`config.mk`:
```
export PLATFORM = sky130hd
export DESIGN_NAME = cpu_run_ctrl
export DESIGN_NICKNAME = d
export VERILOG_FILES = /design/src/rtl/cpu_run_ctrl.sv
export SDC_FILE = /design/constraint.sdc
export NUM_CORES = 1
export LEC_CHECK = 0
export CORE_MARGIN = 2
export CORE_UTILIZATION = 52
export CTS_CLUSTER_DIAMETER = 30
export DETAILED_ROUTE_END_ITERATION = 6
export PLACE_DENSITY = 0.8
export REMOVE_ABC_BUFFERS = 1
export SYNTH_ARGS = -nofsm -noshare
export SYNTH_HDL_FRONTEND = slang
export SYNTH_SLANG_ARGS = --single-unit
```
`constraint.sdc`:
```
create_clock -name clk -period 2.7 [get_ports clk]
set_clock_uncertainty 0.2 [all_clocks]
set_input_delay 0.27 -clock clk [delete_from_list [all_inputs] [get_ports clk]]
set_output_delay 0.27 -clock clk [all_outputs]
set_load 0.1 [all_outputs]
```
`src/rtl/cpu_run_ctrl.sv`:
```
// -----------------------------------------------------------------------------
// cpu_run_ctrl
//
// Run controller placed between the clock/reset source and the multicycle
// CPU. It holds the CPU in reset for RESET_CYCLES cycles after a start
// request. It then lets the CPU advance through a clock enable, either on
// every cycle (free-run) or one cycle per step request (single-step). It
// counts enabled CPU cycles and ends the run when the CPU halts or when a
// watchdog expires.
//
// Parameters
//   RESET_CYCLES  cycles cpu_reset is held after start (>= 1)
//   CNT_W         width of cycle_count
//   TIMEOUT       watchdog limit in enabled cycles; 0 disables it
//
// Ports
//   clk          system clock; all logic is on the rising edge
//   reset        asynchronous, active-high controller reset
//   start        pulse; begins a run from IDLE or DONE
//   step_mode    sampled with start: 1 = single-step, 0 = free-run
//   step_req     single-step request; one pulse gives one enabled cycle
//   halt         level from the CPU; the program has finished
//   abort        returns to IDLE from any state
//   cpu_reset    active-high reset to the CPU
//   cpu_en       CPU clock enable
//   busy         high while in RESET or RUN
//   done         sticky; the run ended by halt or timeout
//   timed_out    sticky; the run ended by watchdog
//   cycle_count  number of edges with cpu_en=1 since the last start
//   dbg_state    current sequencer state (IDLE=0, RESET=1, RUN=2, DONE=3)
//
// Handshake: there is no valid/ready pair here. start, step_req and abort
// are edge-sampled requests: each one acts on the first rising edge where
// it is seen high. halt is a level input. Per edge, the priority is
// reset > abort > start > halt > timeout > step/run.
// -----------------------------------------------------------------------------
module cpu_run_ctrl #(
    parameter int RESET_CYCLES = 5,
    parameter int CNT_W        = 32,
    parameter int TIMEOUT      = 100000
) (
    input  logic             clk,
    input  logic             reset,
    input  logic             start,
    input  logic             step_mode,
    input  logic             step_req,
    input  logic             halt,
    input  logic             abort,
    output logic             cpu_reset,
    output logic             cpu_en,
    output logic             busy,
    output logic             done,
    output logic             timed_out,
    output logic [CNT_W-1:0] cycle_count,
    output logic [1:0]       dbg_state
);

    typedef enum logic [1:0] {
        S_IDLE  = 2'd0,
        S_RESET = 2'd1,
        S_RUN   = 2'd2,
        S_DONE  = 2'd3
    } state_t;

    // Reset counter is wide enough to hold RESET_CYCLES itself.
    localparam int RC_W = (RESET_CYCLES < 2) ? 1 : $clog2(RESET_CYCLES + 1);

    localparam logic [RC_W-1:0]  RC_LOAD  = RC_W'(RESET_CYCLES);
    localparam logic [RC_W-1:0]  RC_LAST  = RC_W'(1);
    localparam logic [CNT_W-1:0] CNT_MAX  = {CNT_W{1'b1}};
    // Count value seen on the edge that expires the watchdog. It is only
    // used when TIMEOUT is non-zero, so the wrap at TIMEOUT=0 is harmless.
    localparam logic [CNT_W-1:0] TO_LAST  = CNT_W'(TIMEOUT - 1);
    localparam logic             TO_ON    = (TIMEOUT != 0);

    // Registered state
    state_t            state;
    logic [RC_W-1:0]   rcnt;
    logic              step_lat;

    // Next-state values
    state_t            state_n;
    logic [RC_W-1:0]   rcnt_n;
    logic              step_lat_n;
    logic              cpu_reset_n;
    logic              cpu_en_n;
    logic              busy_n;
    logic              done_n;
    logic              timed_out_n;
    logic [CNT_W-1:0]  cycle_count_n;
    logic              wdog_hit;

    // -------------------------------------------------------------------------
    // State and output registers
    // -------------------------------------------------------------------------
    always_ff @(posedge clk or posedge reset) begin
        if (reset) begin
            state       <= S_IDLE;
            rcnt        <= '0;
            step_lat    <= 1'b0;
            cpu_reset   <= 1'b1;
            cpu_en      <= 1'b0;
            busy        <= 1'b0;
            done        <= 1'b0;
            timed_out   <= 1'b0;
            cycle_count <= '0;
        end else begin
            state       <= state_n;
            rcnt        <= rcnt_n;
            step_lat    <= step_lat_n;
            cpu_reset   <= cpu_reset_n;
            cpu_en      <= cpu_en_n;
            busy        <= busy_n;
            done        <= done_n;
            timed_out   <= timed_out_n;
            cycle_count <= cycle_count_n;
        end
    end

    // The watchdog fires on the edge that takes the count to TIMEOUT.
    assign wdog_hit = TO_ON && cpu_en && (cycle_count == TO_LAST);

    // -------------------------------------------------------------------------
    // Next-state and next-output logic
    // -------------------------------------------------------------------------
    always_comb begin
        state_n       = state;
        rcnt_n        = rcnt;
        step_lat_n    = step_lat;
        cpu_reset_n   = cpu_reset;
        cpu_en_n      = 1'b0;
        busy_n        = busy;
        done_n        = done;
        timed_out_n   = timed_out;
        cycle_count_n = cycle_count;

        // Every edge on which the CPU was enabled is counted, including the
        // final edge of a run (halt, timeout or abort). The count saturates
        // instead of wrapping.
        if (cpu_en && (cycle_count != CNT_MAX)) begin
            cycle_count_n = cycle_count + 1'b1;
        end

        if (abort) begin
            state_n     = S_IDLE;
            cpu_reset_n = 1'b1;
            cpu_en_n    = 1'b0;
            busy_n      = 1'b0;
            done_n      = 1'b0;
            timed_out_n = 1'b0;
        end else begin
            case (state)
                S_IDLE, S_DONE: begin
                    if (start) begin
                        state_n       = S_RESET;
                        rcnt_n        = RC_LOAD;
                        step_lat_n    = step_mode;
                        cpu_reset_n   = 1'b1;
                        busy_n        = 1'b1;
                        done_n        = 1'b0;
                        timed_out_n   = 1'b0;
                        cycle_count_n = '0;
                    end
                end

                S_RESET: begin
                    if (rcnt == RC_LAST) begin
                        // Release the CPU. In free-run mode the first RUN
                        // cycle is already enabled.
                        state_n     = S_RUN;
                        cpu_reset_n = 1'b0;
                        cpu_en_n    = ~step_lat;
                    end else begin
                        rcnt_n = rcnt - 1'b1;
                    end
                end

                S_RUN: begin
                    if (halt) begin
                        // Halt wins over a coincident watchdog expiry.
                        state_n = S_DONE;
                        busy_n  = 1'b0;
                        done_n  = 1'b1;
                    end else if (wdog_hit) begin
                        state_n     = S_DONE;
                        busy_n      = 1'b0;
                        done_n      = 1'b1;
                        timed_out_n = 1'b1;
                    end else if (step_lat) begin
                        // One enable per request. A request seen while an
                        // enable is already out is dropped, so a held
                        // request alternates.
                        cpu_en_n = step_req & ~cpu_en;
                    end else begin
                        cpu_en_n = 1'b1;
                    end
                end

                default: begin
                    state_n     = S_IDLE;
                    cpu_reset_n = 1'b1;
                    busy_n      = 1'b0;
                end
            endcase
        end
    end

    assign dbg_state = state;

endmodule
```
; Word level (Yosys, flattened, before mapping)
; Index checks and enable logic that the tools add are counted.
[classes]
multipliers = 0
bitwise = 4
n_mux = 35
reduce_logical = 13
addsub = 2
magnitude_cmp = 0
shifts = 0
n_eq_ne = 13
div_mod_pow = 0
[ops]
columns = op, count
row1 = $mux 32, 4
row2 = $add 32x1->32 const B, 1
row3 = $eq 32x17->1 const B, 1
row4 = $ne 32x32->1 const B, 1
row5 = $mux 1, 17
row6 = $ne 3x3->1 const B, 4
row7 = $reduce_and 3->1, 4
row8 = $mux 2, 5
row9 = $pmux 1 s2, 5
row10 = $reduce_and 4->1, 2
row11 = $mux 3, 2
row12 = $pmux 2 s3, 1
row13 = $pmux 3 s2, 1
row14 = $reduce_bool 3->1, 2
row15 = $eq 2x2->1 const B, 2
row16 = $ne 2x2->1 const B, 2
row17 = $ne 4x4->1 const B, 1
row18 = $eq 3x1->1 const B, 1
row19 = $not 1->1, 3
row20 = $sub 3x1->3 const B, 1
row21 = $eq 2x1->1 const B, 1
row22 = $logic_and 1x1->1, 2
row23 = $logic_not 2->1, 1
row24 = $reduce_bool 2->1, 1
row25 = 2 further kinds, 2
[word_totals]
romBits = 0
latchBits = 0
output_inout_bits = 39
in_bits = 7
reg_bits = 43
mem_count = 0
ramBits = 0

; Depth between registers and ports, before layout
[logic_depth]
ltp_word = 7
ltp_mapped = 8
mapped_depth_nobuf = 7

; Worst setup path before layout
; Ideal clock, no wire load.
[synth_timing]
path_kind = flip-flop to flip-flop
from = register cycle_count[2]
to = register cycle_count[27]
stages_incl_launch_ff = 8
t_arrival_ns = 2.894
synth_period_minus_slack_ns = 3.172
path_buffers = 2
path_slack_ns = -0.472
required_time_ns = 2.422
setup_time_ns = 0.078
path_cell_list = dfrtp_1 > nand3_2 > or4_1 > buf_2 > or4_1 > buf_2 > or3_1 > a21oi_1
[synth_between]
elab_chain_len = 6
elab_cells_between_ends = 7
[synth_rtl]
columns = item, line
row1 = start: declaration, 54  ; output logic [CNT_W-1:0] cycle_count,
row2 = start signal: assignment, 116  ; cycle_count <= cycle_count_n;
row3 = "parallel branches: the longest is 2 deep, another holds $add 32x1->32", --
row4 = $mux 32 (*), 140  ; if (cpu_en && (cycle_count != CNT_MAX)) begin
row5 = $mux 32, 154  ; if (start) begin
row6 = $mux 32, 152  ; case (state)
row7 = $mux 32 (*), 144  ; if (abort) begin
row8 = net cycle_count_n[27], 90  ; logic [CNT_W-1:0] cycle_count_n;
; Mark *: on every way through the listed nets, which the timed path passes.
; A chain may end at the register's enable or synchronous reset.

; Final worst setup path
[layout_timing]
from = register cycle_count[0]
to = register cycle_count[27]
; Same word-level chain as after synthesis.

==> summary.md <==
| Metric | Value |
|---|---|
| Drt drc | `0` |
| Total gr overflow | `0` |
| WP data required | `2.73 ns` |
| Deepest clock path buffer count | `2` |
| Placed Area | `2940 um^2` |
| Yosys cell types | `42` |
| Hold crit path type | `input port to async pin` |
| Register area share after synthesis | `43.4%` |
| First-pass GRT wire length | `11.1 mm` |
| Pwr Density | `628 nW/um^2` |
| Most frequent cells in the layout | `buf_4 (50), dfrtp_1 (42), nand2_1 (25), o21ai_0 (25), nor2_1 (25)` |
| Clock latency on the worst-skew pair | `0.30 ns` |
| Synth Flop Type | `dfrtp_1` |
| Setup-failing EPs final | `0` |
| MaxCap Viol Count | `0` |
| CP Class | `flip-flop to flip-flop` |
| Largest net degree at the start of global routing | `44` |
| Initial antenna violation count | `0` |
| Max VDD drop | `409 uV` |
| Critical R2R Launch | `cycle_count[0]` |
| Critical Path AT | `2.57 ns` |
| Post-synth EDFFs | `0` |
| Slew HR | `47.9%` |
| Layout area overhead | `23.2%` |
| Synthesized flop and latch total | `43` |
| Antenna-violating nets left | `0` |
| Avg WL per Cell | `16.5 um` |
| Hold Vio Cnt, Final | `0` |
| Total global-route track usage | `26.3%` |
| Tightest Pin Transition | `0.778 ns` |
| Worst slack at placement | `0.193 ns` |
| Port Buf Inserts | `45` |
| Gate Count Post-Synth | `286` |
| Io pins | `46` |
| Root buf cell | `clkbuf_8` |
| DIE WIDTH | `73.1 um` |
| R2R depth | `5` |
| RSZ-0062 raised after global routing | `false` |
| Crit end category | `flip-flop` |
| Die Y | `73.1 um` |
| Core area | `4660 um^2` |
| Worst reg-to-reg setup slack | `0.15 ns` |
| Postcts setup bufs | `0` |
| PnR worst setup slack | `0.153 ns` |
| Mean number of vias per cell | `6.20` |
| Hold Buf Count CTS | `0` |
| Fill cell count | `414` |
| Hpwl dp | `4.54 mm` |
| N_diodes | `0` |
| Fin. max-slew vios | `0` |
| Lkg Pwr | `1.31 nW` |
| Status | `complete, no violations` |
| Synth Warn # | `0` |
| Final worst path period need | `2.55 ns` |
| CTS tree | `done` |
| Vias in the first global route | `2,305` |
| Final-stage net count | `349` |
| Post-CTS sizing | `0` |
| CTS Sinks | `43` |
| Vias | `2,430` |
| Mean post-synth cell area | `8.67 um^2` |
| Initial Util | `53.2%` |
| Mapped Area | `2480 um^2` |
| Routed wire length | `6.46 mm` |
| Async set-reset flop share out of synthesis | `100%` |
| Crit path max fanout | `8` |
| Commonest non-fill, non-tap cell in the layout | `buf_4` |
| Clock slew at reported path FFs | `0.09 ns` |
| Cts bufs inserted | `5` |
| Register area | `1080 um^2` |
| DRT Pass-1 Iters | `4` |
| Multi-input logic area | `1320 um^2` |
| Share of cells above drive strength 1 | `22.2%` |
| Routability cong. | `0.855` |
| Setup crit start kind | `flip-flop` |
| Initial DRC count | `190` |
| Row count | `25` |
| Die area | `5340 um^2` |
| Post-route cell area | `3060 um^2` |
| Max Fclk | `393 MHz` |
| Final worst-path cycle share | `94.3%` |
| # H-tree levels | `2` |
| Reg2reg end | `cycle_count[27]` |
==> Yosys cell counts (2+ instances only) <==
| master | number | area share, % |
|---|---|---|
| a21oi_1 | 22 | 4.4 |
| a311oi_1 | 3 | 1.1 |
| and2_1 | 3 | 0.76 |
| and3_1 | 4 | 1.0 |
| and4_1 | 6 | 2.1 |
| buf_2 | 2 | 0.40 |
| clkbuf_1 | 10 | 1.5 |
| dfrtp_1 | 42 | 42 |
| ha_1 | 5 | 2.5 |
| inv_1 | 11 | 1.7 |
| mux2_2 | 3 | 1.4 |
| nand2_1 | 25 | 3.8 |
| nand2b_1 | 4 | 1.0 |
| nand3_1 | 14 | 2.8 |
| nand4_1 | 11 | 2.8 |
| nor2_1 | 26 | 3.9 |
| nor2b_1 | 4 | 1.0 |
| nor3_1 | 2 | 0.40 |
| nor4_1 | 6 | 1.5 |
| o211ai_1 | 3 | 0.91 |
| o21ai_0 | 25 | 5.0 |
| o31ai_1 | 6 | 1.8 |
| or2_2 | 4 | 1.0 |
| or3_1 | 11 | 2.8 |
| or4_1 | 11 | 3.3 |
| or4_2 | 3 | 1.1 |
| xnor2_1 | 3 | 1.1 |
| xor2_1 | 3 | 1.1 |
==> per-layer routing <==
metal  GRT usage [%]  routed length (um)  up-vias
met3            4.70                 374       11
met5               0                   0        -
li1                -                   -     1157
met1            36.9                2850     1178
met2            41.2                3150       84
met4            8.64                  86        0
==> worst max path at each step <==
stage / startpoint / end / depth (start not counted)
6_report: cycle_count[0] / cycle_count[27] / 5
5_1_grt: cycle_count[26] / cycle_count[18] / 5
4_1_cts: cycle_count[0] / cycle_count[27] / 5
3_5_place_dp: cycle_count[0] / cycle_count[27] / 5
3_3_place_gp: cycle_count[0] / cycle_count[31] / 5
2_1_floorplan: dbg_state[0] / cycle_count[9] / 6
==> kinds of logic (layout without fill, tap and decap cells) <==
| family | after synthesis | count (layout) | synth area share [%] |
|---|---|---|---|
| AO/OA/AOI/OAI | 67 | 67 | 15.9 |
| XOR/XNOR | 6 | 6 | 2.12 |
| adder cells (fa/ha/maj) | 5 | 5 | 2.52 |
| buffers and inverters | 23 | 75 | 3.58 |
| flip-flops | 43 | 43 | 43.4 |
| multiplexers | 3 | 3 | 1.36 |
| AND/OR/NAND/NOR | 139 | 139 | 31.0 |
==> sequential cells by signal, indices dropped and copies added (netlist names) <==
register / cells
cpu_en: 1
step_lat: 1
cycle_count: 32
cpu_reset: 1
rcnt: 3
timed_out: 1
dbg_state: 2
done: 1
busy: 1
==> stage by stage <==
step                TNS (ns)  hold WS, ns  instances  total power, W  util, %
floorplan              -9.94        0.136        274         0.00124        -
global placement           0        0.266        384         0.00138     63.0
detailed placement         0        0.286        384         0.00140     63.0
CTS                        0        0.236        392         0.00193     65.6
global route               0        0.281        392         0.00201     65.6
finish                     0        0.198        392         0.00192     65.6
==> critical path, cell delays in order (launching register included) <==
cell and delay, ns:
dfrtp_1 0.43, nand3_2 0.13, or4_1 0.56, or4_1 0.61, or3_1 0.39, a21oi_1 0.17
==> final cells by class <==
cell class	instances	share of cell area, %
clock buffer	6	2.70
clock inverter	2	1.15
inverter	11	1.35
multi-input combinational	220	43.1
sequential	43	35.3
tap	54	2.21
timing repair buffer	56	14.3
==> where the power goes <==
group          switching [W]  internal, W  leakage, nW  total, W
combinational       0.000468     0.000176        0.666  0.000644
clock               0.000231     0.000300       0.0612  0.000531
sequential         0.0000433     0.000702        0.585  0.000745
total               0.000742      0.00118         1.31   0.00192
Power figures use the tool's default switching activity.
